### src/rtl/xor_checksum_pkg.sv
`default_nettype none
`timescale 1ns/1ps
// ============================================================================
// Module   : xor_checksum_pkg
// Purpose  : Shared types, width helpers and checksum step functions for
//            the xor_checksum_arbiter block.
// Revision : 1.0 - initial release
// ============================================================================
package xor_checksum_pkg;

  // Controller states
  typedef enum logic [1:0] {
    IDLE   = 2'd0,
    ACCUM  = 2'd1,
    RESULT = 2'd2
  } state_t;

  // Widest checksum the helper functions handle; callers zero-extend into it
  localparam int MAX_W = 64;

  // Requester index width (at least one bit)
  function automatic int id_width(input int num_req);
    return (num_req <= 2) ? 1 : $clog2(num_req);
  endfunction

  // Word counter width, able to hold max_len itself
  function automatic int cnt_width(input int max_len);
    return $clog2(max_len + 1);
  endfunction

  // Rotate left by one within the low w bits
  function automatic logic [MAX_W-1:0] rotl1(input logic [MAX_W-1:0] v, input int w);
    logic [MAX_W-1:0] mask;
    mask = (w >= MAX_W) ? {MAX_W{1'b1}} : ((64'd1 << w) - 64'd1);
    return ((v << 1) | (v >> (w - 1))) & mask;
  endfunction

  // One checksum step: each bit XORs itself, its lower neighbour and data
  function automatic logic [MAX_W-1:0] xor3_step(input logic [MAX_W-1:0] acc,
                                                 input logic [MAX_W-1:0] din,
                                                 input int               w);
    return acc ^ rotl1(acc, w) ^ din;
  endfunction

endpackage
`default_nettype wire

### src/rtl/xor_checksum_arbiter_rr_arbiter.sv
`default_nettype none
`timescale 1ns/1ps
// ============================================================================
// Module   : rr_arbiter
// Purpose  : Combinational round-robin pick: first set request bit found
//            searching upward from the pointer, with wrap-around.
// Revision : 1.0 - initial release
// ============================================================================
module rr_arbiter #(
  parameter int NUM_REQ = 4,
  parameter int ID_W    = 2
) (
  input  logic [NUM_REQ-1:0] req,
  input  logic [ID_W-1:0]    ptr,
  output logic               valid,
  output logic [NUM_REQ-1:0] gnt,
  output logic [ID_W-1:0]    idx
);

  logic [ID_W-1:0] cand;

  // Scan from the farthest offset down so the nearest request wins last
  always_comb begin
    valid = 1'b0;
    gnt   = '0;
    idx   = '0;
    cand  = '0;
    for (int i = NUM_REQ - 1; i >= 0; i--) begin
      cand = ID_W'((int'(ptr) + i) % NUM_REQ);
      if (req[cand]) begin
        valid     = 1'b1;
        gnt       = '0;
        gnt[cand] = 1'b1;
        idx       = cand;
      end
    end
  end

endmodule
`default_nettype wire

### src/rtl/xor_checksum_arbiter.sv
`default_nettype none
`timescale 1ns/1ps
// ============================================================================
// Module   : xor_checksum_arbiter
// Purpose  : Round-robin shares one rotating XOR checksum datapath between
//            NUM_REQ burst sources; results leave on a held-valid port.
// Revision : 1.0 - initial release
// ============================================================================
module xor_checksum_arbiter
  import xor_checksum_pkg::*;
#(
  parameter int NUM_REQ = 4,
  parameter int DATA_W  = 8,
  parameter int MAX_LEN = 16
) (
  input  logic                                CLK,
  input  logic                                RST,
  input  logic [NUM_REQ-1:0]                  REQ,
  output logic [NUM_REQ-1:0]                  GNT,
  input  logic [NUM_REQ*DATA_W-1:0]           DIN,
  input  logic [NUM_REQ-1:0]                  DIN_VALID,
  input  logic [NUM_REQ-1:0]                  DIN_LAST,
  output logic [NUM_REQ-1:0]                  DIN_READY,
  output logic [DATA_W-1:0]                   SUM,
  output logic [id_width(NUM_REQ)-1:0]        SUM_ID,
  output logic [cnt_width(MAX_LEN)-1:0]       SUM_CNT,
  output logic                                SUM_ERR,
  output logic                                SUM_VALID,
  input  logic                                SUM_READY
);

  localparam int ID_W  = id_width(NUM_REQ);
  localparam int CNT_W = cnt_width(MAX_LEN);

  state_t              state;
  state_t              state_nxt;
  logic [ID_W-1:0]     ptr;
  logic [ID_W-1:0]     ptr_nxt;
  logic [ID_W-1:0]     gidx;
  logic [DATA_W-1:0]   acc;
  logic [DATA_W-1:0]   acc_next;
  logic [CNT_W-1:0]    cnt;
  logic [CNT_W-1:0]    cnt_next;
  logic [DATA_W-1:0]   din_g;
  logic                valid_g;
  logic                last_g;
  logic                accept;
  logic                at_max;
  logic                burst_end;
  logic                arb_valid;
  logic [NUM_REQ-1:0]  arb_gnt;
  logic [ID_W-1:0]     arb_idx;

  rr_arbiter #(
    .NUM_REQ (NUM_REQ),
    .ID_W    (ID_W)
  ) u_rr_arbiter (
    .req   (REQ),
    .ptr   (ptr),
    .valid (arb_valid),
    .gnt   (arb_gnt),
    .idx   (arb_idx)
  );

  // Granted lane selection and checksum/count next values
  always_comb begin
    din_g     = DIN[gidx*DATA_W +: DATA_W];
    valid_g   = DIN_VALID[gidx];
    last_g    = DIN_LAST[gidx];
    DIN_READY = (state == ACCUM) ? GNT : '0;
    accept    = valid_g & DIN_READY[gidx];
    acc_next  = DATA_W'(xor3_step(MAX_W'(acc), MAX_W'(din_g), DATA_W));
    cnt_next  = cnt + CNT_W'(1);
    at_max    = (cnt_next == CNT_W'(MAX_LEN));
    burst_end = accept & (last_g | at_max);
    ptr_nxt   = (gidx == ID_W'(NUM_REQ - 1)) ? '0 : gidx + ID_W'(1);
  end

  // Next-state decode
  always_comb begin
    state_nxt = state;
    case (state)
      IDLE:    if (arb_valid) state_nxt = ACCUM;
      ACCUM:   if (burst_end) state_nxt = RESULT;
      RESULT:  if (SUM_READY) state_nxt = IDLE;
      default: state_nxt = IDLE;
    endcase
  end

  // State register
  always_ff @(posedge CLK or posedge RST) begin
    if (RST) state <= IDLE;
    else     state <= state_nxt;
  end

  // Grant, accumulator, result and pointer registers
  always_ff @(posedge CLK or posedge RST) begin
    if (RST) begin
      GNT       <= '0;
      gidx      <= '0;
      ptr       <= '0;
      acc       <= '0;
      cnt       <= '0;
      SUM       <= '0;
      SUM_ID    <= '0;
      SUM_CNT   <= '0;
      SUM_ERR   <= 1'b0;
      SUM_VALID <= 1'b0;
    end else begin
      case (state)
        IDLE: begin
          if (arb_valid) begin
            GNT  <= arb_gnt;
            gidx <= arb_idx;
            acc  <= '0;
            cnt  <= '0;
          end
        end
        ACCUM: begin
          if (accept) begin
            acc <= acc_next;
            cnt <= cnt_next;
          end
          if (burst_end) begin
            GNT       <= '0;
            SUM       <= acc_next;
            SUM_ID    <= gidx;
            SUM_CNT   <= cnt_next;
            SUM_ERR   <= ~last_g;
            SUM_VALID <= 1'b1;
          end
        end
        RESULT: begin
          if (SUM_READY) begin
            SUM_VALID <= 1'b0;
            ptr       <= ptr_nxt;
          end
        end
        default: ;
      endcase
    end
  end

endmodule
`default_nettype wire

### config.mk
export PLATFORM = sky130hd
export DESIGN_NAME = xor_checksum_arbiter
export DESIGN_NICKNAME = d
export VERILOG_FILES = /design/src/rtl/xor_checksum_pkg.sv /design/src/rtl/xor_checksum_arbiter_rr_arbiter.sv /design/src/rtl/xor_checksum_arbiter.sv
export SDC_FILE = /design/constraint.sdc
export NUM_CORES = 1
export LEC_CHECK = 0
export CAP_MARGIN = 20
export CORE_MARGIN = 1
export CORE_UTILIZATION = 25
export DETAILED_ROUTE_END_ITERATION = 10
export GPL_ROUTABILITY_DRIVEN = 0
export HOLD_SLACK_MARGIN = 0.1
export SYNTH_ARGS = -nofsm -noshare
export SYNTH_HDL_FRONTEND = slang
export SYNTH_SLANG_ARGS = --single-unit
### constraint.sdc
create_clock -name CLK -period 4.8 [get_ports CLK]
set_input_delay 0.72 -clock CLK [delete_from_list [all_inputs] [get_ports CLK]]
set_output_delay 0.72 -clock CLK [all_outputs]
set_load 0.05 [all_outputs]
After elaboration in Yosys (flattened, before gate mapping)
Index checks and enable logic that the tools add are counted.
- bitwise operators: 7
- equal/unequal tests: 8
- muxes and demuxes: 52
- reduce and logical (&&, ||, !) cells: 14
- add/subtract/negate cells: 5
- magnitude comparators: 9
- shift-type cells: 1
- operators with widths (operator ; number):
    32-bit by 6-bit indexed part select with 8-bit output ; 1
    4-bit two-way mux ; 7
    1-bit two-way mux ; 17
    2-bit two-way mux ; 8
    8-bit two-way mux ; 2
    8-bit case mux with 2 select lines ; 1
    8-bit bitwise XOR ; 2
    2-bit by 3-bit < comparator with 1-bit output (second input constant) ; 5
    1-bit binary-select mux with 2-bit select ; 7
    3-bit AND reduction ; 4
    5-bit two-way mux ; 2
    5-bit case mux with 2 select lines ; 1
    1-bit demux with 2-bit select ; 4
    2-bit by 1-bit greater-or-equal comparator with 1-bit output (second input constant) ; 4
    2-bit inequality test (second input constant) ; 4
    8-bit by 1-bit bitwise OR with 8-bit output ; 1
    4-bit case mux with 2 select lines ; 1
    2-bit case mux with 3 select lines ; 1
    2-bit AND reduction ; 3
    5-bit by 1-bit adder with 5-bit output (second input constant) ; 1
    5-bit equality test (second input constant) ; 1
    2-bit by 1-bit adder with 2-bit output (second input constant) ; 2
    2-bit adder (second input constant) ; 2
    2-bit equality test (second input constant) ; 2
    other kinds (8) ; 13
- input port bits: 47
- logic and storage cells: 107
- output and inout port bits: 25
- flip-flop bits (word level): 40

Depth between registers and ports, before layout
Gate-level depths: netlist of the first run.
- depth in word-level cells: 11
- gate-level depth with buffers: 8
- depth with buffers taken out: 7

By module
A second synthesis of the first run with hierarchy kept.
- cell total of the unflattened synthesis: 249
- area total of the unflattened synthesis: 2751.4 µm²
- modules (own cells, without submodules) (module ; area each (µm²) ; cells an instance ; instances):
    xor_checksum_arbiter ; 2242.2 ; 188 ; 1
    rr_arbiter ; 509.2 ; 61 ; 1

Least setup slack after synthesis of the first run
Ideal clock, no wire load.
- kind: input to register
- start: input port DIN_VALID[3]
- end: register SUM[7]
- setup time: 125 ps
- arrival time: 2130 ps
- data required time: 4675 ps
- stages: 7
- setup slack: 2545 ps
- cell sequence: nand2_1 -> mux4_2 -> nor2_2 -> o21a_1 -> buf_6 -> buf_6 -> mux2_4
- cells in the longest elaborated chain, start to end: 5
- RTL lines (element ; RTL line ; source):
    from (decl) ; xor_checksum_arbiter.sv:21 ; input logic [NUM_REQ-1:0] DIN_VALID,
    1-bit binary-select mux with 2-bit select ; xor_checksum_arbiter.sv:68 ; valid_g = DIN_VALID[gidx];
    1-bit two-way mux (implied by the code) ; xor_checksum_arbiter.sv:68 ;
    1-bit bitwise AND ; xor_checksum_arbiter.sv:71 ; accept = valid_g & DIN_READY[gidx];
    1-bit bitwise AND ; xor_checksum_arbiter.sv:75 ; burst_end = accept & (last_g | at_max);
    2-bit AND reduction (no line) ; - ;
    to (signal assigned) ; xor_checksum_arbiter.sv:126 ; SUM <= acc_next;
    to (decl) ; xor_checksum_arbiter.sv:24 ; output logic [DATA_W-1:0] SUM,
No other way between the ends. The select of a mux whose other input is x is not followed.
A chain may end at the register's enable or synchronous reset.

Final worst setup path of the first run
- start: register gidx[0]
- end: register SUM[4]
- cells in the longest elaborated chain, start to end: 5
- elaborated cells between the ends (all ways): 12
- classes of those cells: 1 x shift; 6 x mux; 4 x bitwise; 1 x reduce/logical
- RTL lines (element ; RTL line ; source):
    from (decl) ; xor_checksum_arbiter.sv:39 ; logic [ID_W-1:0] gidx;
    from (signal assigned) ; xor_checksum_arbiter.sv:114 ; gidx <= arb_idx;
    parallel branches: the longest is 5 deep, another holds 32-bit by 6-bit indexed part select with 8-bit output ; - ;
Several ways; the timed one is not identified. The select of a mux whose other input is x is not followed.

==> results of run 1 <==
layer usage:
metal | vias up | wire [um] | GRT usage
met2 | 26 | 3020 | 0.200
li1 | 974 | - | -
met4 | 0 | 66 | 0.0337
met3 | 7 | 143 | 0.0213
met5 | - | 0 | 0
met1 | 984 | 2800 | 0.158
registers in the layout, indices dropped and copies added, names as in the netlist:
register / flops
GNT: 4
SUM: 8
SUM_CNT: 5
SUM_ERR: 1
SUM_ID: 2
SUM_VALID: 1
acc: 8
cnt: 5
gidx: 2
ptr: 2
state: 2
Yosys cell counts, types with 2 or more instances:
master	instances	area (um^2)
sky130_fd_sc_hd__dfrtp_1	40	1000
sky130_fd_sc_hd__nand2_1	26	97.6
sky130_fd_sc_hd__mux2_2	13	146
sky130_fd_sc_hd__nor2_1	12	45.0
sky130_fd_sc_hd__xnor2_1	12	105
sky130_fd_sc_hd__ha_1	11	138
sky130_fd_sc_hd__inv_1	8	30.0
sky130_fd_sc_hd__mux4_2	8	180
sky130_fd_sc_hd__xor2_1	7	61.3
sky130_fd_sc_hd__a21oi_1	6	30.0
sky130_fd_sc_hd__mux4_1	6	158
sky130_fd_sc_hd__o21ai_0	6	30.0
sky130_fd_sc_hd__and2_1	5	31.3
sky130_fd_sc_hd__mux2_4	5	75.1
sky130_fd_sc_hd__a21o_1	4	30.0
sky130_fd_sc_hd__a221oi_1	4	35.0
sky130_fd_sc_hd__buf_2	4	20.0
sky130_fd_sc_hd__buf_6	4	45.0
sky130_fd_sc_hd__mux2i_1	4	40.0
sky130_fd_sc_hd__nor2b_1	4	25.0
sky130_fd_sc_hd__nor3_1	4	20.0
sky130_fd_sc_hd__nor4_1	3	18.8
sky130_fd_sc_hd__o21a_1	3	22.5
sky130_fd_sc_hd__o22ai_1	3	18.8
sky130_fd_sc_hd__or4_1	3	22.5
sky130_fd_sc_hd__a221o_1	2	20.0
sky130_fd_sc_hd__nand2b_1	2	12.5
sky130_fd_sc_hd__nand3_1	2	10.0
sky130_fd_sc_hd__nor3b_1	2	15.0
sky130_fd_sc_hd__o31ai_1	2	15.0
worst paths after layout:
check | startpoint | endpoint | slack (ns) | depth (start not counted)
max in group asynchronous | RST | SUM_ERR | 3.59 | 3
min reg2reg | SUM_VALID | SUM_VALID | 0.50 | 1
min in group asynchronous | RST | SUM_ID[0] | 0.86 | 3
min | SUM_VALID | SUM_VALID | 0.50 | 1
max reg2reg | gidx[0] | SUM[4] | 1.55 | 4
max | gidx[0] | SUM[4] | 1.55 | 4
layout make-up:
cell class	instances	area (um^2)	share of cell area
clock buffer	6	72.6	0.0207
clock inverter	1	5.00	0.00143
sequential	40	1000	0.286
timing repair buffer	72	718	0.205
inverter	8	30.0	0.00858
tap	133	166	0.0475
multi-input combinational	172	1510	0.431
power by group through the flow:
stage | sequential [uW] | combinational [uW] | clock (uW)
floorplan | 814 | 831 | 0
global placement | 643 | 1340 | 0
detailed placement | 648 | 1350 | 0
CTS | 640 | 1360 | 217
global route | 666 | 1470 | 229
finish | 635 | 1350 | 207
per-stage QoR:
stage,worst slack [ns],std cells,hold WS (ns)
after floorplan,2.55,229,0.497
after global placement,1.29,425,0.476
after detailed placement,1.25,425,0.475
after CTS,1.50,432,0.506
after global routing,1.29,432,0.514
final,1.55,432,0.504
cells by family (layout without fill, tap and decap cells):
| kind of cell | after synthesis | in the layout |
|---|---|---|
| buffers and inverters | 17 | 87 |
| multiplexers | 36 | 36 |
| adder cells (fa/ha/maj) | 11 | 11 |
| AO/OA/AOI/OAI | 36 | 36 |
| flip-flops | 40 | 40 |
| XOR/XNOR | 19 | 19 |
| AND/OR/NAND/NOR | 70 | 70 |
==> impl_results.html, run 1 <==
<table>
<tr><th>Metric</th><th>Value</th></tr>
<tr><th colspan="2">Yosys</th></tr>
<tr><td>Adder and majority gate portion of the synthesized area</td><td>0.0528</td></tr>
<tr><td>Total nets after synthesis</td><td>287</td></tr>
<tr><td>Number of enable flip-flop cells after synthesis</td><td>0</td></tr>
<tr><td>Post-synthesis sequential area ratio</td><td>0.384</td></tr>
<tr><td>Count of state elements after synthesis</td><td>40</td></tr>
<tr><td>Post-Syn Area</td><td>2610 um^2</td></tr>
<tr><td>Fraction of registers with async set/reset</td><td>1.00</td></tr>
<tr><td>Mux cell area share after synthesis</td><td>0.230</td></tr>
<tr><td>Average instance area after synthesis</td><td>11.4 um^2</td></tr>
<tr><td>Warnings from Yosys</td><td>0</td></tr>
<tr><td>Area share of xor/xnor cells in the synthesized design</td><td>0.0638</td></tr>
<tr><td>Most used flip-flop cell after synthesis</td><td>sky130_fd_sc_hd__dfrtp_1</td></tr>
<tr><td>Combinational family with the most area after synthesis</td><td>multiplexers</td></tr>
<tr><td>Count of distinct cell types in the synthesized netlist</td><td>44</td></tr>
<tr><td>Post-Syn Instances</td><td>229</td></tr>
<tr><td>Synth Area in Simple Gates</td><td>0.135</td></tr>
<tr><td>Compound-Gate Fraction of Synth Area</td><td>0.0964</td></tr>
<tr><th colspan="2">Clocking</th></tr>
<tr><td>Clock transition at the registers of the reported paths</td><td>0.07 ns</td></tr>
<tr><td>Clock net sink count</td><td>40</td></tr>
<tr><td>Quantity of gates resized following cts</td><td>0</td></tr>
<tr><td>Number of levels in the clock H-tree</td><td>2</td></tr>
<tr><td>Clk buf depth</td><td>2</td></tr>
<tr><td>Root buffer cell</td><td>sky130_fd_sc_hd__clkbuf_8</td></tr>
<tr><td>Insertion delay to the later sink of the worst-skew pair</td><td>0.29 ns</td></tr>
<tr><td>CTS buffer count</td><td>5</td></tr>
<tr><td>Post-CTS Setup Bufs</td><td>0</td></tr>
<tr><td>Hold bufs inserted after CTS</td><td>0</td></tr>
<tr><td>Clock tree from TritonCTS</td><td>done</td></tr>
<tr><th colspan="2">Place</th></tr>
<tr><td>DP Wirelength</td><td>4550 um</td></tr>
<tr><td>Post-Place Cell Area</td><td>3420 um^2</td></tr>
<tr><td>Count of buffers inserted at the top-level ports</td><td>71</td></tr>
<tr><th colspan="2">Finish</th></tr>
<tr><td>Most common cell after layout, fill and taps aside</td><td>sky130_fd_sc_hd__clkdlybuf4s50_1</td></tr>
<tr><td>Layout Utilization</td><td>0.352</td></tr>
<tr><td>Fillers</td><td>1,005</td></tr>
<tr><td>NumNets Final</td><td>357</td></tr>
<tr><td>Diodes inserted</td><td>0</td></tr>
<tr><td>Area growth syn-to-layout</td><td>34.3%</td></tr>
<tr><td>Design area</td><td>3500 um^2</td></tr>
<tr><td>Top library cells by usage in the layout, fill and taps aside</td><td>sky130_fd_sc_hd__clkdlybuf4s50_1 (71), sky130_fd_sc_hd__dfrtp_1 (40), sky130_fd_sc_hd__nand2_1 (26), sky130_fd_sc_hd__mux2_2 (13)</td></tr>
<tr><td>Layout cells sized above 1</td><td>0.120</td></tr>
<tr><th colspan="2">Route</th></tr>
<tr><td>Post-DR wirelength/cell</td><td>14.0 um</td></tr>
<tr><td>Count of unresolved DRC violations after routing</td><td>0</td></tr>
<tr><td>Via count</td><td>1,991</td></tr>
<tr><td>Violation count after the first detailed-route iteration</td><td>117</td></tr>
<tr><td>Number of routed nets with antenna violations</td><td>0</td></tr>
<tr><td>Average vias per placed instance</td><td>4.61</td></tr>
<tr><td>Final Routed Wirelength</td><td>6030 um</td></tr>
<tr><td>TritonRoute pass-1 iters</td><td>4</td></tr>
<tr><th colspan="2">Pwr</th></tr>
<tr><td>Internal Dissipation</td><td>1160 uW</td></tr>
<tr><td>Switching component of the power</td><td>1030 uW</td></tr>
<tr><td>LEAKAGE</td><td>0.00147 uW</td></tr>
<tr><td>Final total power</td><td>2190 uW</td></tr>
<tr><td>Relative contribution of combinational cells to total power</td><td>0.615</td></tr>
<tr><td>Net switching share of the total power</td><td>0.469</td></tr>
<tr><td>Sequential Power Share</td><td>0.290</td></tr>
<tr><td>Largest voltage drop on the vdd net</td><td>0.176 mV</td></tr>
<tr><td>Clock network fraction of design power</td><td>0.095</td></tr>
<tr><td>Areal power density over the cells</td><td>625 nW/um^2</td></tr>
<tr><th colspan="2">Timing</th></tr>
<tr><td>Setup Skew</td><td>0.00631 ns</td></tr>
<tr><td>Min Clock Period, post-route</td><td>3.25 ns</td></tr>
<tr><td>Relative slew slack</td><td>0.407</td></tr>
<tr><td>RSZ-0062 raised after global routing</td><td>false</td></tr>
<tr><td>Final-report max-slew violation count</td><td>0</td></tr>
<tr><td>Setup total negative slack</td><td>0 ns</td></tr>
<tr><td>Peak clock frequency supported by timing</td><td>308 MHz</td></tr>
<tr><td>Final critical-path share of the clock period</td><td>0.677</td></tr>
<tr><td>Final count of negative-setup-slack endpoints</td><td>0</td></tr>
<tr><td>Worst Tran Pin Value</td><td>0.890 ns</td></tr>
<tr><td>Final Hold Violating Endpoints</td><td>0</td></tr>
<tr><th colspan="2">GRT</th></tr>
<tr><td>Number of antenna violations at the first check in global routing</td><td>0</td></tr>
<tr><td>Global-route wire length before repair</td><td>10,600 um</td></tr>
<tr><td>Remaining global-route overflow</td><td>0</td></tr>
<tr><td>Maximum number of pins on one net before global-route repair</td><td>41</td></tr>
<tr><td>Vias in the first global route</td><td>2,084</td></tr>
<tr><td>Total routing usage reported by global routing</td><td>0.120</td></tr>
<tr><th colspan="2">Critical path</th></tr>
<tr><td>Critical path buffers and inverters</td><td>0</td></tr>
<tr><td>Worst endpoint required time</td><td>4.97 ns</td></tr>
<tr><td>Data arrival, critical path</td><td>3.42 ns</td></tr>
<tr><td>Category of the worst setup path launch point</td><td>register</td></tr>
<tr><td>Cell class contributing the biggest share of worst-path delay</td><td>multiplexers</td></tr>
<tr><td>Sequence of cells on the critical path</td><td>mux4_2, nor2_2, o21a_1, mux2_2</td></tr>
<tr><td>Largest fanout on the critical path</td><td>18</td></tr>
<tr><td>Start-to-end type of the worst setup path</td><td>register to register</td></tr>
<tr><td>Cell type of the slowest stage on the worst timing path</td><td>sky130_fd_sc_hd__dfrtp_1</td></tr>
<tr><td>Element type at the critical path end</td><td>register</td></tr>
<tr><td>Highest cell delay on the worst timing path</td><td>0.83 ns</td></tr>
<tr><th colspan="2">Floorplanning</th></tr>
<tr><td>Width of the die</td><td>104 um</td></tr>
<tr><td>Core region area</td><td>9950 um^2</td></tr>
<tr><td>Die Height</td><td>104 um</td></tr>
<tr><td>I/O pins</td><td>72</td></tr>
<tr><td>Area of the die</td><td>10,800 um^2</td></tr>
<tr><td>Initial Util</td><td>0.262</td></tr>
<tr><td>Number of placement rows</td><td>36</td></tr>
<tr><th colspan="2">Run</th></tr>
<tr><td>Number of maximum-capacitance violations</td><td>0</td></tr>
<tr><th colspan="2">Worst hold path</th></tr>
<tr><td>Hold crit path type</td><td>register to register</td></tr>
<tr><th colspan="2">Status</th></tr>
<tr><td>Outcome</td><td>finished, final reports clean</td></tr>
</table>
Power figures use the tool's default switching activity.
==> inputs of run 2 (changes only) <==
==> constraint.sdc (replaced) <==
create_clock -name CLK -period 3 [get_ports CLK]
set_input_delay 0.45 -clock CLK [delete_from_list [all_inputs] [get_ports CLK]]
set_output_delay 0.45 -clock CLK [all_outputs]
set_load 0.05 [all_outputs]
==> run 2 against run 1 <==
Clock-buffer cell count rose by 1. First-iteration DRC count fell by 18%. Register-to-register slack got worse by 1.0 ns. Critical path depth fell by 1. Worst setup slack worse by 1.1 ns. Final cell count is 1.4% higher. Flip-flop and latch count unchanged. Clock power rose by 88%. Power grew 66%. Worst hold slack gained 0.0069 ns. Sequential power increased by 51%. Highest routed layer unchanged.
==> impl_results.html, run 2 (same netlist as run 1, synthesis figures left out) <==
<table>
<tr><th>Metric</th><th>Value</th></tr>
<tr><th colspan="2">Critical path</th></tr>
<tr><td>R2r endpoint</td><td>GNT[2]</td></tr>
<tr><td>Highest cell delay on the worst timing path</td><td>0.81 ns</td></tr>
<tr><td>Start-to-end type of the worst setup path</td><td>register to output pin</td></tr>
<tr><td>Category of the worst setup path launch point</td><td>register</td></tr>
<tr><td>Worst endpoint required time</td><td>2.55 ns</td></tr>
<tr><td>Crit Reg-Reg Startpoint</td><td>ptr[1]</td></tr>
<tr><td>Largest fanout on the critical path</td><td>7</td></tr>
<tr><td>Sequence of cells on the critical path</td><td>nor2b_1, and2_1, clkdlybuf4s50_1</td></tr>
<tr><td>Number of cells on the worst reg-to-reg path</td><td>7</td></tr>
<tr><td>Cell type of the slowest stage on the worst timing path</td><td>sky130_fd_sc_hd__clkdlybuf4s50_1</td></tr>
<tr><td>Cell class contributing the biggest share of worst-path delay</td><td>buffers and inverters</td></tr>
<tr><td>R2R setup slack</td><td>0.54 ns</td></tr>
<tr><td>Critical path buffers and inverters</td><td>1</td></tr>
<tr><td>Worst Setup SP</td><td>state[0]</td></tr>
<tr><td>Data arrival, critical path</td><td>2.14 ns</td></tr>
<tr><td>Element type at the critical path end</td><td>output pin</td></tr>
<tr><th colspan="2">Clocking</th></tr>
<tr><td>Quantity of gates resized following cts</td><td>0</td></tr>
<tr><td>Clock net sink count</td><td>40</td></tr>
<tr><td>Clk buf depth</td><td>2</td></tr>
<tr><td>Clock transition at the registers of the reported paths</td><td>0.07 ns</td></tr>
<tr><td>Post-CTS Setup Bufs</td><td>0</td></tr>
<tr><td>Number of levels in the clock H-tree</td><td>2</td></tr>
<tr><td>CTS buffer count</td><td>5</td></tr>
<tr><td>Clock tree from TritonCTS</td><td>done</td></tr>
<tr><td>Hold bufs inserted after CTS</td><td>0</td></tr>
<tr><td>Insertion delay to the later sink of the worst-skew pair</td><td>0.29 ns</td></tr>
<tr><td>Root buffer cell</td><td>sky130_fd_sc_hd__clkbuf_8</td></tr>
<tr><th colspan="2">Worst hold path</th></tr>
<tr><td>Worst Hold Launch</td><td>SUM[5]</td></tr>
<tr><td>WHS Endpoint</td><td>SUM[5]</td></tr>
<tr><td>Hold crit path type</td><td>register to register</td></tr>
<tr><td>Hold Crit Depth</td><td>1</td></tr>
<tr><th colspan="2">GRT</th></tr>
<tr><td>Vias in the first global route</td><td>2,055</td></tr>
<tr><td>Maximum number of pins on one net before global-route repair</td><td>41</td></tr>
<tr><td>Remaining global-route overflow</td><td>0</td></tr>
<tr><td>Total routing usage reported by global routing</td><td>0.124</td></tr>
<tr><td>Global-route wire length before repair</td><td>10,700 um</td></tr>
<tr><td>Number of antenna violations at the first check in global routing</td><td>0</td></tr>
<tr><th colspan="2">Route</th></tr>
<tr><td>Count of unresolved DRC violations after routing</td><td>0</td></tr>
<tr><td>Average vias per placed instance</td><td>4.53</td></tr>
<tr><td>Final Routed Wirelength</td><td>6360 um</td></tr>
<tr><td>Post-DR wirelength/cell</td><td>14.5 um</td></tr>
<tr><td>Violation count after the first detailed-route iteration</td><td>96</td></tr>
<tr><td>Number of routed nets with antenna violations</td><td>0</td></tr>
<tr><td>Via count</td><td>1,986</td></tr>
<tr><td>TritonRoute pass-1 iters</td><td>4</td></tr>
<tr><th colspan="2">Timing</th></tr>
<tr><td>Setup total negative slack</td><td>0 ns</td></tr>
<tr><td>RSZ-0062 raised after global routing</td><td>false</td></tr>
<tr><td>Peak clock frequency supported by timing</td><td>386 MHz</td></tr>
<tr><td>Final critical-path share of the clock period</td><td>0.862</td></tr>
<tr><td>Final-report max-slew violation count</td><td>0</td></tr>
<tr><td>Final Hold Violating Endpoints</td><td>0</td></tr>
<tr><td>Final count of negative-setup-slack endpoints</td><td>0</td></tr>
<tr><td>Setup Skew</td><td>0.00381 ns</td></tr>
<tr><td>Min Clock Period, post-route</td><td>2.59 ns</td></tr>
<tr><td>Relative slew slack</td><td>0.582</td></tr>
<tr><td>Worst Tran Pin Value</td><td>0.627 ns</td></tr>
<tr><th colspan="2">Finish</th></tr>
<tr><td>Most common cell after layout, fill and taps aside</td><td>sky130_fd_sc_hd__clkdlybuf4s50_1</td></tr>
<tr><td>Layout cells sized above 1</td><td>0.141</td></tr>
<tr><td>Largest regs</td><td>SUM x8, acc x8</td></tr>
<tr><td>NumNets Final</td><td>363</td></tr>
<tr><td>Top library cells by usage in the layout, fill and taps aside</td><td>sky130_fd_sc_hd__clkdlybuf4s50_1 (71), sky130_fd_sc_hd__dfrtp_1 (40), sky130_fd_sc_hd__nand2_1 (26), sky130_fd_sc_hd__mux2_2 (13)</td></tr>
<tr><td>Non-filler cells, final</td><td>438</td></tr>
<tr><td>Diodes inserted</td><td>0</td></tr>
<tr><td>Area growth syn-to-layout</td><td>36.7%</td></tr>
<tr><th colspan="2">Floorplanning</th></tr>
<tr><td>Area of the die</td><td>10,800 um^2</td></tr>
<tr><td>Number of placement rows</td><td>36</td></tr>
<tr><td>Die Height</td><td>104 um</td></tr>
<tr><td>Initial Util</td><td>0.262</td></tr>
<tr><td>I/O pins</td><td>72</td></tr>
<tr><td>Core region area</td><td>9950 um^2</td></tr>
<tr><td>Width of the die</td><td>104 um</td></tr>
<tr><th colspan="2">Status</th></tr>
<tr><td>Outcome</td><td>finished, final reports clean</td></tr>
<tr><th colspan="2">Place</th></tr>
<tr><td>Placed cells</td><td>431</td></tr>
<tr><td>DP Wirelength</td><td>4900 um</td></tr>
<tr><td>Count of buffers inserted at the top-level ports</td><td>71</td></tr>
<tr><th colspan="2">Pwr</th></tr>
<tr><td>Areal power density over the cells</td><td>1020 nW/um^2</td></tr>
<tr><td>Largest voltage drop on the vdd net</td><td>0.294 mV</td></tr>
<tr><td>LEAKAGE</td><td>0.00151 uW</td></tr>
<tr><th colspan="2">Run</th></tr>
<tr><td>Number of maximum-capacitance violations</td><td>0</td></tr>
</table>
==> run 2: report_power, final <==
part / internal, uW / total, uW / switching (uW)
sequential: 743 / 962 / 218
combinational: 997 / 2280 / 1280
clock: 205 / 390 / 185
==> run 2: per-stage QoR <==
| stage | setup slack, ns | hold slack [ns] | instance area [um^2] | util | power (uW) |
|---|---|---|---|---|---|
| after floorplan | 0.792 | 0.497 | 2610 | - | 2630 |
| after detailed placement | 0.488 | 0.495 | 3470 | 0.348 | 3280 |
| after global placement | 0.515 | 0.485 | 3470 | 0.348 | 3240 |
| after global routing | 0.313 | 0.532 | 3560 | 0.358 | 3900 |
| after CTS | 0.386 | 0.516 | 3560 | 0.358 | 3670 |
| final | 0.413 | 0.510 | 3560 | 0.358 | 3630 |
==> run 2: final cells by class <==
cell class	count	area [um^2]
fill	966	6390
tap	133	166
multi-input combinational	172	1510
clock buffer	7	96.3
sequential	40	1000
timing repair buffer	78	763
inverter	8	30.0
==> run 2: per-layer routing <==
| metal | wire (um) | track usage | up-vias | part of all wire |
|---|---|---|---|---|
| met2 | 3180 | 0.209 | 35 | 0.50 |
| met5 | 0 | 0 | - | 0 |
| met1 | 2930 | 0.161 | 960 | 0.46 |
| met3 | 197 | 0.0288 | 5 | 0.031 |
| met4 | 53 | 0.0276 | 0 | 0.0083 |
| li1 | - | - | 986 | - |
==> run 2: how the worst max path moves through the flow <==
stage	end	slack, ns	depth (start not counted)
after floorplan	SUM[7]	0.79	7
after global placement	GNT[0]	0.51	6
after detailed placement	GNT[3]	0.49	6
after CTS	DIN_READY[2]	0.39	3
after global routing	DIN_READY[2]	0.31	3
final	DIN_READY[0]	0.41	3
==> variant 1 (config.mk and constraints of run 1) <==
Put one more register stage on the output `SUM_CNT`. The value now appears one clock later. The other outputs are not delayed to match.
--- a/src/rtl/xor_checksum_arbiter.sv
+++ b/src/rtl/xor_checksum_arbiter.sv
@@ -31,6 +31,8 @@
 
   localparam int ID_W  = id_width(NUM_REQ);
   localparam int CNT_W = cnt_width(MAX_LEN);
+
+  logic [cnt_width(MAX_LEN)-1:0] SUM_CNT_s0;
 
   state_t              state;
   state_t              state_nxt;
@@ -103,7 +105,7 @@
       cnt       <= '0;
       SUM       <= '0;
       SUM_ID    <= '0;
-      SUM_CNT   <= '0;
+      SUM_CNT_s0 <= '0;
       SUM_ERR   <= 1'b0;
       SUM_VALID <= 1'b0;
     end else begin
@@ -125,7 +127,7 @@
             GNT       <= '0;
             SUM       <= acc_next;
             SUM_ID    <= gidx;
-            SUM_CNT   <= cnt_next;
+            SUM_CNT_s0 <= cnt_next;
             SUM_ERR   <= ~last_g;
             SUM_VALID <= 1'b1;
           end
@@ -141,6 +143,14 @@
     end
   end
 
+  always_ff @(posedge CLK or posedge RST) begin
+    if (RST) begin
+      SUM_CNT <= '0;
+    end else begin
+      SUM_CNT <= SUM_CNT_s0;
+    end
+  end
+
 endmodule
 `default_nettype wire
 
Function: changed (a bounded check fails within 4 cycles, from zero or initial values and one cycle with RST high).
==> variant 1 against run 1 <==
Critical path depth is 1 lower; worst hold slack worse by 120 ps; area after synthesis rose by 6.9%; cell area rose by 5.3%; sequential share of layout area up 2.0 points; first-iteration DRC count unchanged; die area is 6.8% higher; sequential cell count is 5 higher; wire length up 6.4%; power grew 10%; setup slack gained 270 ps; utilization is 1.2 points lower; critical path type is now flop to output pin.
==> variant 1: results (changes against run 1) <==
min-delay worst type: flop to flop
syn nets: 301 (+4.9%)
Vias/cell: 4.75 (+3.1%)
syn_area_per_cell: 11.5 sq um (+0.75%)
Hold Path End: SUM_CNT[2]
R2R depth: 5 (+1)
Place WS: 1680 ps (+432 ps)
Largest delay share family, worst path: buffers and inverters
P_leak: 1.52 nW (+3.4%)
delay of the slowest critical-path stage: 810 ps (-20 ps)
first-pass GRT wire length: 10.2 mm (-3.8%)
Inserted Diodes: 0 (unchanged)
synth top area cells: dfrtp_1, mux4_2, mux2_2, ha_1, mux2_4
sequential cell area fraction in the yosys report: 40.4% (+2.0 points)
share of layout cells above drive strength 1: 14.9% (+2.9 points)
Hold Path Origin: SUM_CNT_s0[2]
HPWL Detailed: 4.64 mm (+1.9%)
reg2reg end: SUM_CNT_s0[0]
WHS Path Cells: 0 (-1)
Setup crit start: state[0]
crit path to: DIN_READY[1]
Syn-to-layout area delta: 32.2%
CP max FO: 8 (-10)
total placed cells including tap cells: 440 (+3.5%)
worst setup margin: 1820 ps (+272 ps)
global-route usage over all layers: 11.3% (-0.65 points)
final hold slack: 385 ps (-119 ps)
Fin Clk Skew: 10.7 ps (+4.41 ps)
status: complete, no violations
top post-synthesis cells by count: dfrtp_1, mux2_2, nand2_1, o21ai_0, nor2_1
arrival time worst endpoint: 2260 ps (-1160 ps)
Area after DPL: 3590 sq um (+4.9%)
slowest CP cell: clkdlybuf4s50_1
largest net degree at the start of global routing: 46 (+12%)
fill count: 1,104 (+9.9%)
Unique masters post-synth: 45 (+2.3%)
measured slew at the worst slew-check pin: 958 ps (+68.3 ps)
vias in the first global route: 1,960 (-6.0%)
WL/cell: 14.3 um (+2.6%)
nets: 365 (+2.2%)
H-Tree Depth: 2 (unchanged)
Peak VDD IR: 0.286 mV (+63%)
final WL: 6.41 mm (+6.4%)
-- variant 1: kinds of logic after synthesis --
kind of cell / count (synthesis) / share of synthesized area [%]
simple gates: 61 / 11.4
mux: 43 / 23.0
fa+ha+maj: 11 / 4.94
compound gates: 45 / 10.4
flops: 45 / 40.4
xor+xnor: 19 / 5.97
buf+inv: 19 / 3.81
-- variant 1: metal layers --
metal | track usage, % | vias up | wire length (um)
met4 | 2.64 | 0 | 50
met3 | 2.30 | 6 | 387
met5 | 0 | - | 0
li1 | - | 1006 | -
met2 | 18.5 | 66 | 3140
met1 | 15.2 | 1050 | 2840
-- variant 1: report_power, final --
group	internal, mW	switching, mW	leakage, nW
sequential	0.531	0.204	0.578
clock	0.117	0.127	0.0512
combinational	0.667	0.770	0.890
total	1.32	1.10	1.52
-- variant 1: layout make-up --
type                    instances  share of cell area [%]
flip-flops and latches         45                    30.5
well taps                     140                    4.75
clock inverters                 2                   0.373
multi-input cells             179                    42.2
inverters                       4                   0.407
repair buffers                 72                    19.5
clock buffers                   6                    2.24
==> variant 2 (flow settings as in run 1) <==
Made on the original files. `NUM_REQ` is set to 4 in 2 places; all go to 8.
--- a/src/rtl/xor_checksum_arbiter_rr_arbiter.sv
+++ b/src/rtl/xor_checksum_arbiter_rr_arbiter.sv
@@ -7,7 +7,7 @@
 // Revision : 1.0 - initial release
 // ============================================================================
 module rr_arbiter #(
-  parameter int NUM_REQ = 4,
+  parameter int NUM_REQ = 8,
   parameter int ID_W    = 2
 ) (
   input  logic [NUM_REQ-1:0] req,
--- a/src/rtl/xor_checksum_arbiter.sv
+++ b/src/rtl/xor_checksum_arbiter.sv
@@ -9,7 +9,7 @@
 module xor_checksum_arbiter
   import xor_checksum_pkg::*;
 #(
-  parameter int NUM_REQ = 4,
+  parameter int NUM_REQ = 8,
   parameter int DATA_W  = 8,
   parameter int MAX_LEN = 16
 ) (
Ports: changed (7 resized); port bits go from 72 to 125. The function was not compared with the original's and may differ.
==> variant 2 against run 1 <==
Non-clock buffer count grew 64; setup slack lost 370 ps; sequential share of layout area shrank 9.5 points; wire length grew to 2.5 times the old value; cell area grew 76%; area after synthesis grew 72%; sequential cell count grew 7; via count grew 120%; fmax shrank 10%.
Power is left out: it rests on default switching activity, and per cell area and clock period it moved more than threefold.
==> variant 2: results (changes against run 1) <==
postcts setup bufs: 0 (unchanged)
final hold slack: 483 ps (-20.8 ps)
DRT iter0 DRCs: 634 (+440%)
synth top area cells: dfrtp_1, mux4_2, mux2_2, mux2i_1, nand2_1
Top FF cell, synth: dfrtp_1
status: complete, no violations
fill count: 1,751 (+74%)
measured slew at the worst slew-check pin: 839 ps (-50.7 ps)
FF-to-FF Start: ptr[2]
global-route usage over all layers: 15.9% (+4.0 points)
Vias: 4,322 (+120%)
top flop regs: GNT (8), SUM (8), acc (8)
Hold Path End: SUM_VALID
Fin Clk Skew: 9.18 ps (+2.87 ps)
YS warnings: 0 (unchanged)
first-pass GRT wire length: 22.9 mm (+120%)
vias in the first global route: 4,115 (+97%)
largest net degree at the start of global routing: 48 (+17%)
I/O Buffers: 124 (+75%)
Root Driver: clkbuf_16
# rows: 48 (+33%)
router iterations before antenna repair: 5 (+1)
arrival time worst endpoint: 3780 ps (+360 ps)
HPWL Detailed: 11.6 mm (+160%)
slowest CP cell: mux4_2
WL/cell: 18.9 um (+36%)
reg2reg end: GNT[3]
Area after DPL: 5920 sq um (+73%)
sequential cell area fraction in the yosys report: 26.2% (-12 points)
Die W: 136 um (+31%)
delay of the slowest critical-path stage: 590 ps (-240 ps)
top post-synthesis cells by count: nand2_1, dfrtp_1, mux4_2, nor2_1, a21oi_1
Unique masters post-synth: 67 (+52%)
reg2reg setup slack: 1180 ps (-370 ps)
share of layout cells above drive strength 1: 16.2% (+4.2 points)
nets: 674 (+89%)
syn nets: 563 (+96%)
-- variant 2: changes by cell type after synthesis, moves of 8 or more --
| cell | delta |
|---|---|
| mux2i_1 | +20 |
| nor2_1 | +20 |
| a21oi_1 | +25 |
| clkbuf_1 | +11 |
| buf_2 | +8 |
| mux2_2 | +9 |
| mux4_2 | +24 |
| nand3_1 | +10 |
| o21ai_0 | +18 |
| nand2_1 | +27 |
-- variant 2: area by class of cell --
cell class	instances	area, sq um	area share (%)
Clock buffer	5	125	2.04
Clock inverter	3	71.3	1.16
Inverter	13	48.8	0.794
Multi-Input combinational cell	370	3090	50.3
Sequential cell	47	1180	19.1
Tap cell	225	282	4.58
Timing Repair Buffer	136	1350	22.0
-- variant 2: worst max-delay path by stage --
stage / end / startpoint / slack [ps]
after detailed placement: acc[5] / REQ[3] / 1000
after CTS: GNT[3] / ptr[2] / 1220
after global routing: GNT[3] / ptr[2] / 990
after floorplan: GNT[3] / ptr[0] / 1470
after global placement: cnt[4] / REQ[7] / 1140
final: GNT[3] / ptr[2] / 1180
-- variant 2: metrics by stage --
step | worst slack [ps] | cells
floorplan | 1470 | 462
global placement | 1140 | 790
detailed placement | 1000 | 790
CTS | 1220 | 798
global route | 995 | 799
finish | 1180 | 799
-- variant 2: cell families after synthesis --
logic type	share of synthesized area, %
adder cells (fa/ha/maj)	2.79
flip-flops	26.2
multiplexers	29.7
XOR/XNOR	4.46
buffers and inverters	4.88
AND/OR/NAND/NOR	14.1
AO/OA/AOI/OAI	17.8
-- variant 2: worst register-to-register path: stages (launching register included) --
cell and delay [ps]:
dfrtp_1 330, buf_4 240, clkinv_1 320, ha_1 560, mux4_2 590, mux2i_4 430, nor2_1 120, a311o_1 360
a21oi_1 200, a2111oi_2 80, a221o_1 290
-- variant 2: metal layers --
metal	vias to the layer above	track usage, %	part of all wire, %
met3	28	2.27	6.3
met2	212	25.5	49
li1	1967	-	-
met1	2115	22.1	43
met4	0	4.75	2.2
met5	-	0	0
